## config.mk

```make
export PLATFORM = sky130hd
export DESIGN_NAME = if_stage
export DESIGN_NICKNAME = d
export VERILOG_FILES = /design/src/rtl/rv_pkg.sv /design/src/rtl/fetch_queue.sv /design/src/rtl/if_stage.sv
export SDC_FILE = /design/constraint.sdc
export NUM_CORES = 1
export LEC_CHECK = 0
export ABC_CLOCK_PERIOD_IN_PS = 6900
export BUFFER_PORTS_ARGS = -buffer_cell sky130_fd_sc_hd__buf_4
export CORE_MARGIN = 2
export CORE_UTILIZATION = 35
export DETAILED_ROUTE_END_ITERATION = 10
export PLACE_DENSITY = 0.59
export SLEW_MARGIN = 0
export SYNTH_ARGS = -nofsm -noshare
export SYNTH_HDL_FRONTEND = slang
export SYNTH_HIERARCHICAL = 1
export SYNTH_SLANG_ARGS = --single-unit
```

## constraint.sdc

```tcl
create_clock -name clk -period 6.9 [get_ports clk]
set_input_delay 0.69 -clock clk [delete_from_list [all_inputs] [get_ports clk]]
set_output_delay 0.69 -clock clk [all_outputs]
set_load 0.03 [all_outputs]
```

## src/rtl/rv_pkg.sv

```systemverilog
// Shared RV32I pipeline definitions: word width, canonical NOP, base opcodes
// used by decode, and the fetch-stage state encoding.
package rv_pkg;

  localparam int WORD_SIZE = 32;

  // ADDI x0, x0, 0
  localparam logic [31:0] NOP_INSTR = 32'h0000_0013;

  localparam logic [6:0] OP_LUI    = 7'b0110111;
  localparam logic [6:0] OP_AUIPC  = 7'b0010111;
  localparam logic [6:0] OP_JAL    = 7'b1101111;
  localparam logic [6:0] OP_JALR   = 7'b1100111;
  localparam logic [6:0] OP_BRANCH = 7'b1100011;
  localparam logic [6:0] OP_LOAD   = 7'b0000011;
  localparam logic [6:0] OP_STORE  = 7'b0100011;
  localparam logic [6:0] OP_IMM    = 7'b0010011;
  localparam logic [6:0] OP_REG    = 7'b0110011;
  localparam logic [6:0] OP_FENCE  = 7'b0001111;
  localparam logic [6:0] OP_SYSTEM = 7'b1110011;

  typedef enum logic [1:0] {
    S_BOOT  = 2'd0,
    S_RUN   = 2'd1,
    S_FLUSH = 2'd2
  } fetch_state_e;

endpackage

```

## src/rtl/fetch_queue.sv

```systemverilog
// Two-entry FIFO of {pc, instr} between the imem response and decode.
// Control (pointers, count) is reset; the storage itself is not.
module fetch_queue #(
  parameter int WORD_SIZE = 32
) (
  input  logic                 clk,
  input  logic                 rst,
  input  logic                 push,
  input  logic [WORD_SIZE-1:0] push_pc,
  input  logic [WORD_SIZE-1:0] push_instr,
  input  logic                 pop,
  input  logic                 clear,
  output logic                 empty,
  output logic [1:0]           count,
  output logic [WORD_SIZE-1:0] head_pc,
  output logic [WORD_SIZE-1:0] head_instr
);

  logic [WORD_SIZE-1:0] pc_mem    [2];
  logic [WORD_SIZE-1:0] instr_mem [2];
  logic                 wr_ptr;
  logic                 rd_ptr;
  logic [1:0]           cnt;

  // Pointer and occupancy tracking; clear wins over push/pop.
  always_ff @(posedge clk or posedge rst) begin
    if (rst) begin
      wr_ptr <= 1'b0;
      rd_ptr <= 1'b0;
      cnt    <= 2'd0;
    end else if (clear) begin
      wr_ptr <= 1'b0;
      rd_ptr <= 1'b0;
      cnt    <= 2'd0;
    end else begin
      if (push) wr_ptr <= ~wr_ptr;
      if (pop)  rd_ptr <= ~rd_ptr;
      unique case ({push, pop})
        2'b10:   cnt <= cnt + 2'd1;
        2'b01:   cnt <= cnt - 2'd1;
        default: cnt <= cnt;
      endcase
    end
  end

  // Entry storage; a same-cycle pop of the full slot frees it for this write.
  always_ff @(posedge clk) begin
    if (push && !clear) begin
      pc_mem[wr_ptr]    <= push_pc;
      instr_mem[wr_ptr] <= push_instr;
    end
  end

  assign empty      = (cnt == 2'd0);
  assign count      = cnt;
  assign head_pc    = pc_mem[rd_ptr];
  assign head_instr = instr_mem[rd_ptr];

  // The fetch credit rule must keep the queue from overflowing or underflowing.
  assert property (@(posedge clk) disable iff (rst)
    !(push && !pop && !clear && cnt == 2'd2));
  assert property (@(posedge clk) disable iff (rst)
    !(pop && !clear && cnt == 2'd0));

endmodule

```

## src/rtl/if_stage.sv

```systemverilog
// Instruction-fetch stage of the 5-stage RV32I pipeline.
// Owns the PC, issues word reads to a synchronous imem (1-cycle latency),
// buffers responses in a 2-entry queue and hands {pc, instr} to decode.
// Optional build macro IF_STALL_CNT_EN adds the if_stall_cnt output counting
// cycles in which decode was ready but fetch had nothing to offer.
module if_stage #(
  parameter int                   WORD_SIZE = 32,
  parameter int                   ADDR_SIZE = 10,
  parameter logic [WORD_SIZE-1:0] RESET_PC  = '0
) (
  input  logic                 clk,
  input  logic                 rst,
  output logic                 imem_req,
  output logic [ADDR_SIZE-1:0] imem_addr,
  input  logic [WORD_SIZE-1:0] imem_rdata,
  output logic                 id_valid,
  input  logic                 id_ready,
  output logic [WORD_SIZE-1:0] id_instr,
  output logic [WORD_SIZE-1:0] id_pc,
  input  logic                 redirect_valid,
  input  logic [WORD_SIZE-1:0] redirect_pc,
  output logic                 misalign_fault
`ifdef IF_STALL_CNT_EN
  ,
  output logic [31:0]          if_stall_cnt
`endif
);

  import rv_pkg::*;

  fetch_state_e         state;
  fetch_state_e         state_nxt;
  logic [WORD_SIZE-1:0] pc;
  logic [WORD_SIZE-1:0] req_pc_p1;
  logic                 inflight;
  logic                 pop;
  logic                 push;
  logic                 credit_ok;
  logic [2:0]           credit_used;
  logic                 q_empty;
  logic [1:0]           q_count;
  logic [WORD_SIZE-1:0] head_pc;
  logic [WORD_SIZE-1:0] head_instr;
  logic [WORD_SIZE-1:0] redirect_target;

  assign pop             = id_valid && id_ready;
  assign redirect_target = {redirect_pc[WORD_SIZE-1:2], 2'b00};

  // A slot is reserved for every queued entry and the outstanding response;
  // a pop this cycle hands one back, which is what sustains 1 instr/cycle.
  assign credit_used = {1'b0, q_count} + {2'b00, inflight};
  assign credit_ok   = credit_used < (3'd2 + {2'b00, pop});

  // Fetch state register.
  always_ff @(posedge clk or posedge rst) begin
    if (rst) state <= S_BOOT;
    else     state <= state_nxt;
  end

  // Next-state and request decision; a redirect overrides everything.
  always_comb begin
    state_nxt = state;
    imem_req  = 1'b0;
    unique case (state)
      S_BOOT:  state_nxt = S_RUN;
      S_RUN:   imem_req  = credit_ok;
      S_FLUSH: state_nxt = S_RUN;
      default: state_nxt = S_BOOT;
    endcase
    if (redirect_valid) begin
      state_nxt = S_FLUSH;
      imem_req  = 1'b0;
    end
  end

  // ---- p0: request issue (pc -> imem) ----
  assign imem_addr = pc[ADDR_SIZE+1:2];

  // PC, outstanding-response flag and sticky misalignment flag.
  always_ff @(posedge clk or posedge rst) begin
    if (rst) begin
      pc             <= RESET_PC;
      inflight       <= 1'b0;
      misalign_fault <= 1'b0;
    end else begin
      inflight <= imem_req;
      if (redirect_valid) begin
        pc <= redirect_target;
        if (redirect_pc[1:0] != 2'b00) misalign_fault <= 1'b1;
      end else if (imem_req) begin
        pc <= pc + WORD_SIZE'(4);
      end
    end
  end

  // Remember which PC the outstanding response belongs to.
  always_ff @(posedge clk) begin
    if (imem_req) req_pc_p1 <= pc;
  end

  // ---- p1: response capture into queue ----
  assign push = inflight && !redirect_valid;

  fetch_queue #(
    .WORD_SIZE (WORD_SIZE)
  ) u_queue (
    .clk        (clk),
    .rst        (rst),
    .push       (push),
    .push_pc    (req_pc_p1),
    .push_instr (imem_rdata),
    .pop        (pop),
    .clear      (redirect_valid),
    .empty      (q_empty),
    .count      (q_count),
    .head_pc    (head_pc),
    .head_instr (head_instr)
  );

  // ---- p2: decode handoff ----
  assign id_valid = !q_empty;
  assign id_instr = q_empty ? WORD_SIZE'(NOP_INSTR) : head_instr;
  assign id_pc    = q_empty ? '0 : head_pc;

`ifdef IF_STALL_CNT_EN
  // Saturating count of cycles where decode was starved by fetch.
  always_ff @(posedge clk or posedge rst) begin
    if (rst)
      if_stall_cnt <= '0;
    else if (id_ready && !id_valid && (if_stall_cnt != 32'hFFFF_FFFF))
      if_stall_cnt <= if_stall_cnt + 32'd1;
  end
`endif

endmodule

```

; ---- Word-level counts from Yosys, hierarchy flattened
; Memories as Yosys holds them, arrays and structs flattened.
; Index checks and enable logic that the tools add are counted.
; Widths: inputs -> output; s select.
[word_totals]
elab_cells = 53
register_bits = 72
memories = 2
ram_bits = 128
output_inout_bits = 77
in_bits = 68
[op_classes]
n_eq_ne = 5
n_bitwise = 2
n_addsub = 5
order_cmp = 1
mux = 16
n_reduce_logical = 14
[mem_list]
columns = name, words, word_bits, read_ports, rd_ports_with_merged_regs, write_ports, line
row1 = u_queue.instr_mem, 2, 32, 1, 0, 1, fetch_queue.sv:20  ; logic [WORD_SIZE-1:0] instr_mem [2];
row2 = u_queue.pc_mem, 2, 32, 1, 0, 1, fetch_queue.sv:19  ; logic [WORD_SIZE-1:0] pc_mem [2];
[ops]
columns = cell, n
row1 = $mux 32, 4
row2 = $add 32x3->32 const B, 1
row3 = $mux 1, 8
row4 = $pmux 2 s2, 2
row5 = $reduce_bool 2->1, 4
row6 = $eq 2x1->1 const B, 2
row7 = $eq 2x2->1 const B, 2
row8 = $logic_not 2->1, 2
row9 = $mux 2, 2
row10 = $add 2x1->3, 1
row11 = $add 2x1->3 const A, 1
row12 = $logic_and 1x1->1, 3
row13 = $lt 3x3->1, 1
row14 = $reduce_bool 3->1, 1
row15 = $add 2x1->2 const B, 1
row16 = $logic_not 1->1, 2
row17 = $ne 2x2->1 const B, 1
row18 = $not 1->1, 2
row19 = $reduce_and 2->1, 1
row20 = $reduce_or 2->1, 1
row21 = $sub 2x1->2 const B, 1

; ---- Longest topological paths before layout
; Gate-level depths: netlist (run 1).
[logic_depth]
word_depth = 9
mapped_depth = 9
depth_no_buf = 6

; ---- Hierarchy
; Netlist (run 1), hierarchy kept.
[modules_own_cells]
columns = mod, instances, cells_per_inst, area_per_inst_um2, seq_area_each_um2
row1 = fetch_queue, 1, 220, 5036.1, 3943.8
row2 = if_stage, 1, 360, 3547.2, 1751.7

; ---- Least setup slack after synthesis (run 1)
; No wires, ideal clock.
[synth_timing]
kind = in2reg
start = input port redirect_valid
end = memory u_queue.instr_mem[0][0] (enable)
path_buffers = 2
path_slack_ns = 0.217
arrival_time_ns = 6.105
required_time_ns = 6.322
cell_stages = 4
setup_time_ns = 0.578
path_cell_list = clkbuf_1 buf_1 nor2b_1 nor3b_1
[synth_between]
elab_chain_len = 5
[synth_rtl]
columns = item, line
row1 = from (decl), if_stage.sv:20  ; input logic redirect_valid,
row2 = $logic_not 1->1, if_stage.sv:102  ; assign push = inflight && !redirect_valid;
row3 = $logic_and 1x1->1, if_stage.sv:102
row4 = via push, if_stage.sv:37  ; logic push;
row5 = $logic_and 1x1->1, fetch_queue.sv:48  ; if (push && !clear) begin
row6 = $mux 1, fetch_queue.sv:48
row7 = $mux 1 (implied by the code), fetch_queue.sv:50  ; instr_mem[wr_ptr] <= push_instr;
row8 = to (decl), fetch_queue.sv:20
; The timed path passes the listed nets, and every way through them passes these cells.

; ---- Worst setup path in the final report (run 1)
[layout_timing]
start = register u_queue.cnt[0], in the netlist u_queue/count[0]
end = output port imem_req
[layout_between]
elab_chain_len = 7
elab_cells_between_ends = 8
classes_between = 2 x add/sub / 1 x order compare / 2 x mux / 3 x reduce/logical
[layout_rtl]
columns = item, line
row1 = from (decl), fetch_queue.sv:23  ; logic [1:0] cnt;
row2 = from (signal assigned), fetch_queue.sv:39  ; 2'b10: cnt <= cnt + 2'd1;
row3 = from (signal assigned), fetch_queue.sv:40  ; 2'b01: cnt <= cnt - 2'd1;
row4 = from (signal assigned), fetch_queue.sv:41  ; default: cnt <= cnt;
row5 = $logic_not 2->1, fetch_queue.sv:54  ; assign empty = (cnt == 2'd0);
row6 = $logic_not 1->1, if_stage.sv:121  ; assign id_valid = !q_empty;
row7 = $logic_and 1x1->1, if_stage.sv:46  ; assign pop = id_valid && id_ready;
row8 = $add 2x1->3, if_stage.sv:52  ; assign credit_ok = credit_used < (3'd2 + {2'b00, pop});
row9 = $lt 3x3->1 *, if_stage.sv:52
row10 = $mux 1 *, if_stage.sv:64  ; unique case (state)
row11 = $mux 1 *, if_stage.sv:70  ; if (redirect_valid) begin
row12 = to (decl), if_stage.sv:13  ; output logic imem_req,
; Mark *: on every way between the ends. The rest lies on a longest branch, timed or not.

==> results of run 1 <==
[cell families after synthesis]
logic type / after synthesis / share of synthesized area, %
xor gates and xnor gates: 10 / 1.02
DFF: 196 / 66.4
muxes: 65 / 10.7
and+or+nand+nor: 178 / 12.2
adders and majority gates: 3 / 0.437
buffers and inverters: 53 / 3.51
AOI/OAI and AO/OA: 74 / 5.70
other: 1 / 0.0437
[synthesized netlist by cell type (3+ instances only)]
cell and n:
edfxtp_1 158, nor2b_1 64, mux2_4 50, dfrtp_1 38, nor2_1 21, clkbuf_1 19
nand2_1 16, a31oi_1 15, mux2_2 14, o21ai_0 14, nand3_1 13, or4_1 13
nand4_1 11, a21oi_1 10, buf_4 10, o31ai_1 10, inv_1 9, xnor2_1 9
buf_6 8, and3_1 6, o211ai_1 6, a211oi_1 5, or3_1 5, buf_2 4
nand2b_1 4, nor3_1 4, or2_2 4, a2111oi_0 3, a211o_1 3, and4_1 3
ha_1 3, nor4_1 3
[layout make-up]
type,instances,area [sq um]
Tap cell,324,405
Clock inverter,14,130
Multi-Input combinational cell,334,2610
Sequential cell,196,5700
Inverter,10,37.5
Timing Repair Buffer,151,1130
Clock buffer,18,429
Fill cell,2178,13700
[worst reg2reg max path: cells and delay by family (launching register included)]
| family | cells | cell delay [ns] |
|---|---|---|
| flops | 1 | 0.46 |
| simple gates | 2 | 0.81 |
| fa+ha+maj | 2 | 0.40 |
| compound gates | 2 | 1.10 |
[power breakdown]
part	total (mW)	leakage [nW]	switching [mW]	internal, mW
combinational	0.525	1.69	0.303	0.221
sequential	1.36	1.86	0.0497	1.31
clock	0.935	0.259	0.434	0.501
[flip-flops by register name, indices dropped and copies added (netlist names)]
register and cells:
u_queue/instr_mem 64, u_queue/pc_mem 64, pc 30, req_pc_p1 30, state 2, u_queue/count 2, inflight 1, misalign_fault 1
u_queue/rd_ptr 1, u_queue/wr_ptr 1
[path summary, 6_finish.rpt]
kind                                  start              to  cells past startpoint
max                        u_queue/count[0]        imem_req                      7
min                                     rst  u_queue/rd_ptr                      2
max reg2reg                u_queue/count[0]          pc[30]                      6
min reg2reg                        state[0]        state[0]                      1
max in group asynchronous               rst          pc[24]                      3
min in group clk                   state[0]        state[0]                      1
[per-layer routing]
| layer | global-route usage (%) | vias to the layer above |
|---|---|---|
| li1 | - | 2430 |
| met1 | 18.5 | 2515 |
| met2 | 22.0 | 161 |
| met3 | 3.38 | 26 |
| met4 | 4.42 | 0 |
| met5 | 0 | - |
[metrics by stage]
step / total power [mW] / instances
2_1_floorplan: 1.74 / 583
3_3_place_gp: 1.91 / 1015
3_5_place_dp: 1.92 / 1015
4_1_cts: 2.85 / 1047
5_1_grt: 2.93 / 1047
6_report: 2.82 / 1047
==> flow_summary.toml, run 1 <==
[outcome]
status = "complete, no violations"

[die]
start_util_pct = 35.5
die_w_um = 161
fp.dieH_um = 161
core_area_sq_um = 24200
num_rows = 57
io_pins = 145
dieArea_sq_um = 25800

[layout]
fin_nets = 781
drive_gt1_share_pct = 35.4
n_antenna_cell = 0
design_area_sq_um = 10400
fin_util_pct = 43.2
area_growth_pct = 21.7
layout_commonest_cell = "edfxtp_1"
layout_common_cells = "edfxtp_1, buf_4, nor2b_1, mux2_4, dfrtp_1"

[timing]
clock_skew_ns = 0.0143
post-route-period-util_pct = 51.8
setup_slack_ns = 3.32
maxSlewViolCount = 0
fmaxAchievable_mhz = 280
setup_viol = 0
slew_headroom_pct = 34.9
tightest_slew_ns = 0.952
hold_viol = 0
fin_tns_setup_ns = 0
rsz0062_at_grt = "false"
min_period_ns = 3.58
holdWs_ns = 0.158

[placement]
place.gp.congestion = 0.793
numPortBuffers = 144
postPlaceCellArea_sq_um = 9890
post-dp-hpwl_mm = 11.9
pre_cts_slack_ns = 3.38

[clock_tree]
cts_resized = 0
cts_buffer_depth = 2
numCtsBuffers = 17
htreeDepth = 4
cts.sinks = 196
cts_hold_buf = 0
insertion_delay_ns = 0.43
cts_setup_buffers = 0
cts_root_buffer = "clkbuf_16"
clkTransAtPathRegs_ns = 0.06
cts_tree = "yes"

[logic_synthesis]
synth_seq_area_share_pct = 66.4
synth_edf_count = 158
syn-instance-count = 580
yosys.area.top_type = "edfxtp_1"
ys_top_cells_by_area = "edfxtp_1, dfrtp_1, mux2_4"
yosys_warnings = 6
netlist_area_sq_um = 8580
synth_area_per_cell_sq_um = 14.8
synthArstFlopShare_pct = 19.4
synth_seq_cells = 196
yosysUniqueCellTypes = 51
yosys_most_used_dff = "edfxtp_1"
synth_top_area_share_pct = 55.3

[setup_path]
cp_slowest_cell = "or3b_1"
setup.worst_path.start_class = "flip-flop"
rrSetupSlack_ns = 4.05
cp.arrival_ns = 2.89
path_buf_inv = 2
cp_cell_sequence = "ha_1 -> ha_1 -> or3b_1 -> a21oi_1 -> and2_1 -> buf_4 -> buf_4"
critPathMaxFanout = 32
critPathKind = "flip-flop to output port"
required_ns = 6.21
critPathCaptureType = "output port"
slowest_delay_ns = 0.50
cp_top_family = "simple AND/OR/NAND/NOR gates"

[routing]
drt-met1-wl_mm = 8.09
met2WireLength_mm = 8.18
dr.max_layer_used = "met4"
ant_nets = 0
wl_met3_mm = 1.04
finalWirelength_mm = 17.6
drc = 0
via_count = 5132
routedWlPerCell_um = 16.8
avgViaCountPerCell = 4.90
drt_iter0_drc = 435
dr.pass1.iters = 4

[global_routing]
grt_max_degree = 67
grt_pass1_wl_mm = 27.7
track_usage_pct = 13.8
first_global_vias = 5130
grt_antenna_before_repair = 1
grt_overflow = 0

[pwr]
p_leak_nw = 3.81
irDropWorstVdd_v = 0.000133
p_per_area_nw_per_um2 = 270

[hold_path]
min_path_type = "input port to asynchronous set/reset pin"

[flow_run]
drv_cap = 0
Power figures use the tool's default switching activity.
==> run 2, diff against run 1 <==
Settings changed: ABC_CLOCK_PERIOD_IN_PS 6900 to 3200, PLACE_DENSITY 0.59 to 0.61.
Clock period 6.9 ns to 3.2 ns, I/O delays scaled along.
==> flow_summary.toml, run 2 (synthesized netlist as in run 1, its figures left out) <==
[outcome]
status = "complete, no violations"

[clock_tree]
cts_tree = "yes"
clkTransAtPathRegs_ns = 0.07
cts_buffer_depth = 2
cts_root_buffer = "clkbuf_16"
htreeDepth = 4
cts.sinks = 196
insertion_delay_ns = 0.42
numCtsBuffers = 17

[layout]
fin_util_pct = 44.0
final-seq-area_sq_um = 5700
drive_gt1_share_pct = 35.8
area_growth_pct = 23.8
layout_common_cells = "edfxtp_1, buf_4, nor2b_1, mux2_4, dfrtp_1"
top_regs = "u_queue/instr_mem (64), u_queue/pc_mem (64)"
fin_nets = 787
multi_input_area_sq_um = 2620
design_area_sq_um = 10600
layout_commonest_cell = "edfxtp_1"
fillerInstances = 2211
n_antenna_cell = 0

[routing]
ant_nets = 0
drc = 0
drt-met1-wl_mm = 8.30
avgViaCountPerCell = 4.83
dr.max_layer_used = "met4"
routedWlPerCell_um = 16.1
drt_iter0_drc = 391
finalWirelength_mm = 17.0
wl_met3_um = 881
met2WireLength_mm = 7.67
dr.pass1.iters = 4
via_count = 5091

[placement]
postPlaceCellArea_sq_um = 9970
place.gp.congestion = 0.798
post-dp-hpwl_mm = 11.4
pre_cts_slack_ns = 0.459
numPortBuffers = 144

[timing]
post-route-period-util_pct = 93.8
rsz0062_at_grt = "false"
holdWs_ns = 0.0780
fmaxAchievable_mhz = 333
tightest_slew_ns = 0.794
maxSlewViolCount = 0
setup_slack_ns = 0.198
slew_headroom_pct = 45.7
hold_viol = 0
setup_viol = 0
clock_skew_ns = 0.00823
min_period_ns = 3.00
fin_tns_setup_ns = 0

[global_routing]
grt_pass1_wl_mm = 26.7
first_global_vias = 4837
grt_max_degree = 67
track_usage_pct = 13.4
grt_antenna_before_repair = 0
grt_overflow = 0

[setup_path]
required_ns = 2.88
cp_cell_sequence = "ha_1 -> ha_1 -> or3b_1 -> a21oi_1 -> and2_1 -> buf_4 -> buf_4"
cp_top_family = "simple AND/OR/NAND/NOR gates"
critPathCaptureType = "output port"
critPathKind = "flip-flop to output port"
rrSetupSlack_ns = 0.44
crit-reg2reg-launch = "u_queue/count[0]"
critPathMaxFanout = 11
cp.arrival_ns = 2.68
slowest_delay_ns = 0.49
path_buf_inv = 2
setup.worst_path.start_class = "flip-flop"
cp_slowest_cell = "or3b_1"
r2r-end = "pc[27]"
r2r_cells = 6

[hold_path]
worstHoldStart = "imem_rdata[14]"
min_to = "u_queue/instr_mem[0][14]"
min_path_type = "input port to flip-flop"
min_path_cells = 1

[die]
io_pins = 145
dieArea_sq_um = 25800
core_area_sq_um = 24200
num_rows = 57
fp.dieH_um = 161
start_util_pct = 35.5
die_w_um = 161

[pwr]
p_per_area_nw_per_um2 = 603
p_leak_nw = 3.89
irDropWorstVdd_v = 0.000341

[flow_run]
drv_cap = 0
-- run 2: cell count changes in the layout (fill, tap and decap cells not counted), sizes merged --
cell         before  now
dlygate4sd3       0    1
inv              12   13
clkinv            6    2
bufinv            1    5
clkinvlp          5    4
buf             151  156
-- run 2: area by class of cell --
type,count,share of cell area (%)
Multi-Input combinational cell,334,24.6
Tap cell,324,3.81
Inverter,10,0.353
Clock inverter,14,2.10
Clock buffer,18,4.04
Timing Repair Buffer,157,11.5
Sequential cell,196,53.6
-- run 2: repair_timing --
| action | CTS | global route |
|---|---|---|
| buffers inserted | 0 | 0 |
| resized for setup | 0 | 0 |
| hold buffers | 1 | 0 |
| hold endpoints to repair | 4 | 0 |
-- run 2: worst max path at each step --
stage	startpoint	to	slack, ns	depth (start not counted)
after floorplan	redirect_valid	u_queue/instr_mem[0][0]	0.03	4
after global placement	u_queue/count[0]	pc[19]	0.53	6
after detailed placement	u_queue/count[0]	pc[27]	0.46	6
after CTS	u_queue/count[0]	imem_req	0.18	7
after global routing	u_queue/count[0]	imem_req	0.04	7
final	u_queue/count[0]	imem_req	0.20	7
-- run 2: stage by stage --
stage	instances	power, mW
floorplan	583	3.75
global placement	1020	4.15
detailed placement	1020	4.15
CTS	1053	6.49
global route	1053	6.67
finish	1053	6.41
-- run 2: worst reg2reg max path, stage by stage, from the launching register on --
cell     delay (ns)
dfrtp_1        0.46
ha_1           0.22
ha_1           0.19
or3b_1         0.49
a211o_1        0.57
or4_1          0.60
a31oi_1        0.17
-- run 2: layer usage --
metal  vias to the layer above  global-route usage, %
met1                      2481                   18.9
met4                         0                   4.01
met2                       154                   20.3
met3                        13                   3.43
li1                       2443                      -
met5                         -                      0
-- run 2: report_power, final --
part | internal, mW | total [mW] | switching, mW
sequential | 2.83 | 2.95 | 0.122
combinational | 0.490 | 1.13 | 0.638
clock | 1.40 | 2.33 | 0.931
